===== src/rtl/csr_exec_ctrl.sv =====
// csr_exec_ctrl: holds issued CSR micro-ops until they reach the ROB head, then runs the
// read-modify-write and broadcasts the old value. Optional wb handshake: CSR_WB_ACK_EN.
module csr_exec_ctrl #(
  parameter int QDEPTH = 4,
  parameter int CSR_AW = 12
) (
  input  logic              clk,
  input  logic              reset,
  input  logic              i_issue_valid,
  output logic              o_issue_ready,
  input  logic [31:0]       i_issue_inst_num,
  input  logic [7:0]        i_issue_rd,
  input  logic [3:0]        i_issue_op,
  input  logic [31:0]       i_issue_src,
  input  logic [CSR_AW-1:0] i_issue_csr_addr,
  input  logic [31:0]       i_rob_head_inst_num,
  input  logic              i_flush,
  output logic              o_csr_rd_en,
  output logic              o_csr_wr_en,
  output logic [CSR_AW-1:0] o_csr_addr,
  output logic [31:0]       o_csr_wdata,
  input  logic [31:0]       i_csr_rdata,
  output logic              o_wb_valid,
  output logic [7:0]        o_wb_rd,
  output logic [31:0]       o_wb_data,
  output logic [31:0]       o_wb_inst_num,
  input  logic              i_wb_ack,
  output logic              o_busy
);

  localparam int          PW      = $clog2(QDEPTH);
  localparam logic [PW:0] DEPTH_C = (PW+1)'(QDEPTH);
  localparam logic [PW:0] ZERO_C  = {(PW+1){1'b0}};
  localparam logic [PW:0] ONE_C   = {{PW{1'b0}}, 1'b1};

  typedef enum logic [2:0] {
    S_IDLE      = 3'd0,
    S_WAIT_HEAD = 3'd1,
    S_READ      = 3'd2,
    S_WRITE     = 3'd3,
    S_WB        = 3'd4
  } state_t;

  state_t            r_state;
  logic [PW-1:0]     r_rptr;
  logic [PW-1:0]     r_wptr;
  logic [PW:0]       r_count;
  logic [31:0]       r_old_val;

  logic [31:0]       r_q_inst [QDEPTH];
  logic [7:0]        r_q_rd   [QDEPTH];
  logic [3:0]        r_q_op   [QDEPTH];
  logic [31:0]       r_q_src  [QDEPTH];
  logic [CSR_AW-1:0] r_q_addr [QDEPTH];

  logic              w_push;
  logic              w_pop;
  logic              w_keep_head;
  logic [31:0]       w_h_inst;
  logic [7:0]        w_h_rd;
  logic [3:0]        w_h_op;
  logic [31:0]       w_h_src;
  logic [CSR_AW-1:0] w_h_addr;

  function automatic logic f_is_legal(input logic [3:0] op);
    return (op == 4'd1) || (op == 4'd2) || (op == 4'd3);
  endfunction

  // Set/clear with a zero mask leaves the CSR untouched, so no write strobe is issued.
  function automatic logic f_wr_en(input logic [3:0] op, input logic [31:0] src);
    case (op)
      4'd1:       return 1'b1;
      4'd2, 4'd3: return (src != 32'd0);
      default:    return 1'b0;
    endcase
  endfunction

  function automatic logic [31:0] f_wdata(input logic [3:0] op, input logic [31:0] old,
                                          input logic [31:0] src);
    case (op)
      4'd1:    return src;
      4'd2:    return old | src;
      4'd3:    return old & ~src;
      default: return old;
    endcase
  endfunction

  assign w_h_inst    = r_q_inst[r_rptr];
  assign w_h_rd      = r_q_rd[r_rptr];
  assign w_h_op      = r_q_op[r_rptr];
  assign w_h_src     = r_q_src[r_rptr];
  assign w_h_addr    = r_q_addr[r_rptr];

  assign o_issue_ready = (r_count < DEPTH_C);
  assign o_busy        = (r_count != ZERO_C) || (r_state != S_IDLE);
  assign w_push        = i_issue_valid && o_issue_ready && !i_flush;
  assign w_keep_head   = (r_state == S_WRITE) || (r_state == S_WB);
`ifdef CSR_WB_ACK_EN
  assign w_pop         = (r_state == S_WB) && i_wb_ack;
`else
  assign w_pop         = (r_state == S_WB) && (i_wb_ack || 1'b1);
`endif

  // Issue FIFO storage, written only on an accepted enqueue.
  always_ff @(posedge clk) begin
    if (w_push) begin
      r_q_inst[r_wptr] <= i_issue_inst_num;
      r_q_rd[r_wptr]   <= i_issue_rd;
      r_q_op[r_wptr]   <= i_issue_op;
      r_q_src[r_wptr]  <= i_issue_src;
      r_q_addr[r_wptr] <= i_issue_csr_addr;
    end
  end

  // FIFO pointers; the in-flight op stays at the head until its writeback exits.
  always_ff @(posedge clk) begin
    if (reset) begin
      r_rptr  <= {PW{1'b0}};
      r_wptr  <= {PW{1'b0}};
      r_count <= ZERO_C;
    end else if (i_flush) begin
      if (w_keep_head) begin
        r_rptr  <= w_pop ? r_rptr + 1'b1 : r_rptr;
        r_wptr  <= r_rptr + 1'b1;
        r_count <= w_pop ? ZERO_C : ONE_C;
      end else begin
        r_wptr  <= r_rptr;
        r_count <= ZERO_C;
      end
    end else begin
      if (w_push) r_wptr <= r_wptr + 1'b1;
      if (w_pop)  r_rptr <= r_rptr + 1'b1;
      case ({w_push, w_pop})
        2'b10:   r_count <= r_count + ONE_C;
        2'b01:   r_count <= r_count - ONE_C;
        default: r_count <= r_count;
      endcase
    end
  end

  // Sequencer FSM with registered strobes and writeback fields.
  always_ff @(posedge clk) begin
    if (reset) begin
      r_state       <= S_IDLE;
      r_old_val     <= 32'd0;
      o_csr_rd_en   <= 1'b0;
      o_csr_wr_en   <= 1'b0;
      o_csr_addr    <= {CSR_AW{1'b0}};
      o_csr_wdata   <= 32'd0;
      o_wb_valid    <= 1'b0;
      o_wb_rd       <= 8'd0;
      o_wb_data     <= 32'd0;
      o_wb_inst_num <= 32'd0;
    end else begin
      o_csr_rd_en <= 1'b0;
      o_csr_wr_en <= 1'b0;
      case (r_state)
        S_IDLE: begin
          o_wb_valid <= 1'b0;
          if (!i_flush && ((r_count != ZERO_C) || w_push)) r_state <= S_WAIT_HEAD;
          else r_state <= S_IDLE;
        end
        S_WAIT_HEAD: begin
          if (i_flush) begin
            r_state <= S_IDLE;
          end else if (w_h_inst == i_rob_head_inst_num) begin
            r_state     <= S_READ;
            o_csr_rd_en <= 1'b1;
            o_csr_addr  <= w_h_addr;
          end else begin
            r_state <= S_WAIT_HEAD;
          end
        end
        S_READ: begin
          if (i_flush) begin
            r_state <= S_IDLE;
          end else begin
            r_state     <= S_WRITE;
            r_old_val   <= i_csr_rdata;
            o_csr_wr_en <= f_wr_en(w_h_op, w_h_src);
            o_csr_wdata <= f_wdata(w_h_op, i_csr_rdata, w_h_src);
          end
        end
        S_WRITE: begin
          r_state       <= S_WB;
          o_wb_valid    <= 1'b1;
          o_wb_rd       <= w_h_rd;
          o_wb_inst_num <= w_h_inst;
          o_wb_data     <= f_is_legal(w_h_op) ? r_old_val : 32'd0;
        end
        S_WB: begin
          if (w_pop) begin
            r_state    <= S_IDLE;
            o_wb_valid <= 1'b0;
          end else begin
            r_state    <= S_WB;
            o_wb_valid <= 1'b1;
          end
        end
        default: begin
          r_state    <= S_IDLE;
          o_wb_valid <= 1'b0;
        end
      endcase
    end
  end

endmodule


===== config.mk =====
export PLATFORM = sky130hd
export DESIGN_NAME = csr_exec_ctrl
export DESIGN_NICKNAME = d
export VERILOG_FILES = /design/src/rtl/csr_exec_ctrl.sv
export SDC_FILE = /design/constraint.sdc
export NUM_CORES = 1
export LEC_CHECK = 0
export CAP_MARGIN = 15
export CORE_MARGIN = 5
export CORE_UTILIZATION = 40
export DETAILED_ROUTE_END_ITERATION = 12
export SETUP_SLACK_MARGIN = 0.2
export SLEW_MARGIN = 20
export SYNTH_ARGS = -nofsm -noshare
export SYNTH_HDL_FRONTEND = slang
export SYNTH_SLANG_ARGS = --single-unit

===== constraint.sdc =====
create_clock -name clk -period 7.2 [get_ports clk]
set_input_delay 1.44 -clock clk [delete_from_list [all_inputs] [get_ports clk]]
set_output_delay 1.44 -clock clk [all_outputs]
set_load 0.005 [all_outputs]

==> metrics.yaml <==
hold_path:
  worstHoldPathType: "flop to flop"
  hp-start: "o_wb_data[16]$_SDFFE_PP0P_"
  hold_end: "o_wb_data[16]$_SDFFE_PP0P_"
  whs_path_depth: 2
routing:
  drt_iter0_drc: 760
  drc: 0
  via_count: 12100
  wirelength_microns: 50700
  firstDrtPassIters: 5
  avgViaCountPerCell: 5.29
  ant_nets: 0
  wl_per_cell_microns: 22.2
timing:
  final.period_utilization_pct: 52.1
  period_minus_slack_ps: 3750
  final_hold_viol_count: 0
  setup_viol_count_final: 0
  relSlewSlack_pct: 26.8
  rsz0062_at_grt: "false"
  tightest_slew_ps: 1100
  finalClockSkew_ps: 18.4
  maxClockFrequency_ghz: 0.267
  report.final.slew_viol_count: 0
  tns_ps: 0
cts:
  clock-root-buffer: "clkbuf_16"
  cts_inserted_buffers: 55
  post_cts_buffers: 0
  clk_pin_slew_ps: 50
  cts.sinks: 515
  cts_tree: "done"
  clock_path_buffers: 3
  htree_levels: 2
  ctsHoldBuffers: 0
  cts-resized-gates: 0
  worstSkewPairLatency_ps: 600
final_layout:
  syn2layout_area_growth_pct: 26.8
  design_area_sq_um: 24800
  fin_nets: 1781
  regArea_sq_um: 13800
  fillCellCount: 4186
  drive_above_1_share_pct: 12.0
  multi_input_area_sq_um: 5420
placement:
  port_buffers: 276
  dpl_cell_area_sq_um: 22900
  place_congestion: 0.810
  dp_hpwl_microns: 32500
die:
  die-width_microns: 231
  start_util_pct: 40.3
  die_h_microns: 231
  io_pins: 278
  rows: 81
  core_area_sq_um: 48600
  die-area_sq_um: 53500
outcome:
  outcome: "complete, no violations"
synthesis:
  netlist_instances: 1360
  ys_seq_area_share_pct: 70.6
  synthFlopType: "edfxtp_1"
  ys_ff_latch: 515
  syn-cell-area_sq_um: 19600
  async_flop_share_pct: 0
  syn_avg_cell_area_sq_um: 14.4
  ys_warn_count: 0
  synth_cell_type_count: 40
  synth_fp_nets: 1522
  synth_enable_flop_cells: 352
global_routing:
  grt_use_total_pct: 18.6
  grt_pass1_vias: 12400
  grt_overflow_total: 0
  antenna_found_initial: 10
  grt_pass1_wl_microns: 75700
  grt_max_degree: 97
worst_setup_path:
  startpoint_type: "input port"
  critPathArrivalTime_ps: 3960
  cpLargestDelayFamily: "buffers and inverters"
  max_stage_delay_ps: 690
  crit_required_ps: 7410
  path_cells: "clkdlybuf4s50_1 -> nor2_1 -> and2_4 -> buf_4"
  r2r_setup_slack_ps: 3490
  r2r-end: "o_csr_wdata[14]$_SDFFE_PP0P_"
  path_buf_inv: 2
  reg2reg_depth: 6
  worstSetupEndpointType: "flop"
  crit_path_top_delay_cell: "buf_4"
  cp_max_fo: 45
  crit_type: "input port to flop"
power:
  p_per_area_nw_per_um2: 258
  max-vdd-ir-drop_uv: 223
  p_leak_nw: 7.73
flow_run:
  cap_violations: 0
flip-flops by register name (all words and copies together), names as in the netlist, named ones only:
name / cells
o_wb_inst_num: 32
o_csr_addr: 12
r_state: 3
r_q_addr: 48
r_q_src: 128
r_count: 3
o_wb_data: 32
o_wb_valid: 1
r_q_rd: 32
r_wptr: 2
o_csr_wr_en: 1
r_old_val: 32
r_rptr: 2
o_csr_wdata: 32
o_wb_rd: 8
r_q_op: 16
o_csr_rd_en: 1
r_q_inst: 128
where the power goes:
part	switching, W	leakage [nW]	internal, W
combinational	0.000136	2.30	0.000121
sequential	0.00000991	4.51	0.00320
clock	0.00115	0.921	0.00179
total	0.00130	7.73	0.00511
cells by family after synthesis:
kind of cell             count (synthesis)  share of synthesized area, %
buffers and inverters                   91                          1.98
flip-flops                             515                          70.6
AND/OR/NAND/NOR                        380                          8.18
XOR/XNOR                                40                          1.79
adder cells (fa/ha/maj)                  5                         0.358
multiplexers                            93                          10.3
AO/OA/AOI/OAI                          236                          6.74
cell usage after synthesis (7+ instances only):
cell type | number | area [sq um]
nor2_1 | 52 | 195
clkbuf_1 | 71 | 267
xnor2_1 | 37 | 324
dfxtp_1 | 163 | 3260
nand2_1 | 246 | 923
edfxtp_1 | 352 | 10600
nor4_1 | 10 | 62.6
a21oi_1 | 147 | 736
nand4_1 | 22 | 138
nand3_1 | 33 | 165
mux4_2 | 87 | 1960
a21o_1 | 32 | 240
o31ai_1 | 12 | 90.1
o21ai_0 | 34 | 170
buf_2 | 7 | 35.0
worst min-delay path: cells and delay by family (launching register included):
family	cells	cell delay, ps
flops	1	300
simple gates	1	50
compound gates	1	50
stage by stage:
stage / std cells / worst slack (ps) / total power (W) / hold slack [ps] / utilization, %
finish: 2291 / 3450 / 0.00641 / 449 / 51.0
global route: 2291 / 3050 / 0.00661 / 462 / 51.0
CTS: 2287 / 3140 / 0.00647 / 450 / 51.0
detailed placement: 2184 / 2770 / 0.00354 / 444 / 47.1
global placement: 2184 / 2800 / 0.00353 / 442 / 47.1
floorplan: 1360 / 2830 / 0.00338 / 437 / -
worst max-delay path by stage:
stage / start / end / slack [ps] / cells past startpoint
floorplan: i_flush / r_q_addr[0][0]$_DFFE_PP_ / 2830 / 3
global placement: i_flush / r_q_inst[3][9]$_DFFE_PP_ / 2800 / 4
detailed placement: i_flush / r_q_inst[3][21]$_DFFE_PP_ / 2770 / 4
CTS: flop / r_state[1]$_SDFF_PP0_ / 3140 / 7
global route: flop / o_csr_wdata[5]$_SDFFE_PP0P_ / 3050 / 5
finish: i_flush / r_q_inst[3][26]$_DFFE_PP_ / 3450 / 4
cell usage in the layout (no fill, tap or decap), drive strengths merged, types with 5 or more instances in the layout:
cell type	count
a211oi	5
a21o	32
a21oi	147
and2	6
buf	15
bufinv	8
clkbuf	75
clkdlybuf4s50	275
clkinv	16
dfxtp	163
edfxtp	352
mux4	87
nand2	246
nand3	33
nand4	22
nor2	52
nor4	10
o21ai	35
o31ai	12
xnor2	37
layout make-up:
| cell class | count | share of cell area, % |
|---|---|---|
| clock buffer | 75 | 6.22 |
| timing repair buffer | 290 | 11.6 |
| tap | 622 | 3.13 |
| clock inverter | 28 | 1.44 |
| sequential | 515 | 55.7 |
| antenna | 4 | 0.0403 |
| multi-input combinational | 754 | 21.8 |
| inverter | 3 | 0.0453 |
routing by layer:
layer | vias to the layer above | routed length [microns] | share of wire [%] | track usage [%]
li1 | 5591 | - | - | -
met3 | 70 | 3200 | 6.3 | 4.73
met5 | - | 55 | 0.11 | 0
met4 | 8 | 879 | 1.7 | 4.57
met1 | 6126 | 21000 | 41 | 24.0
met2 | 318 | 25600 | 50 | 31.7
No activity file was read; power rests on OpenSTA's default activity.
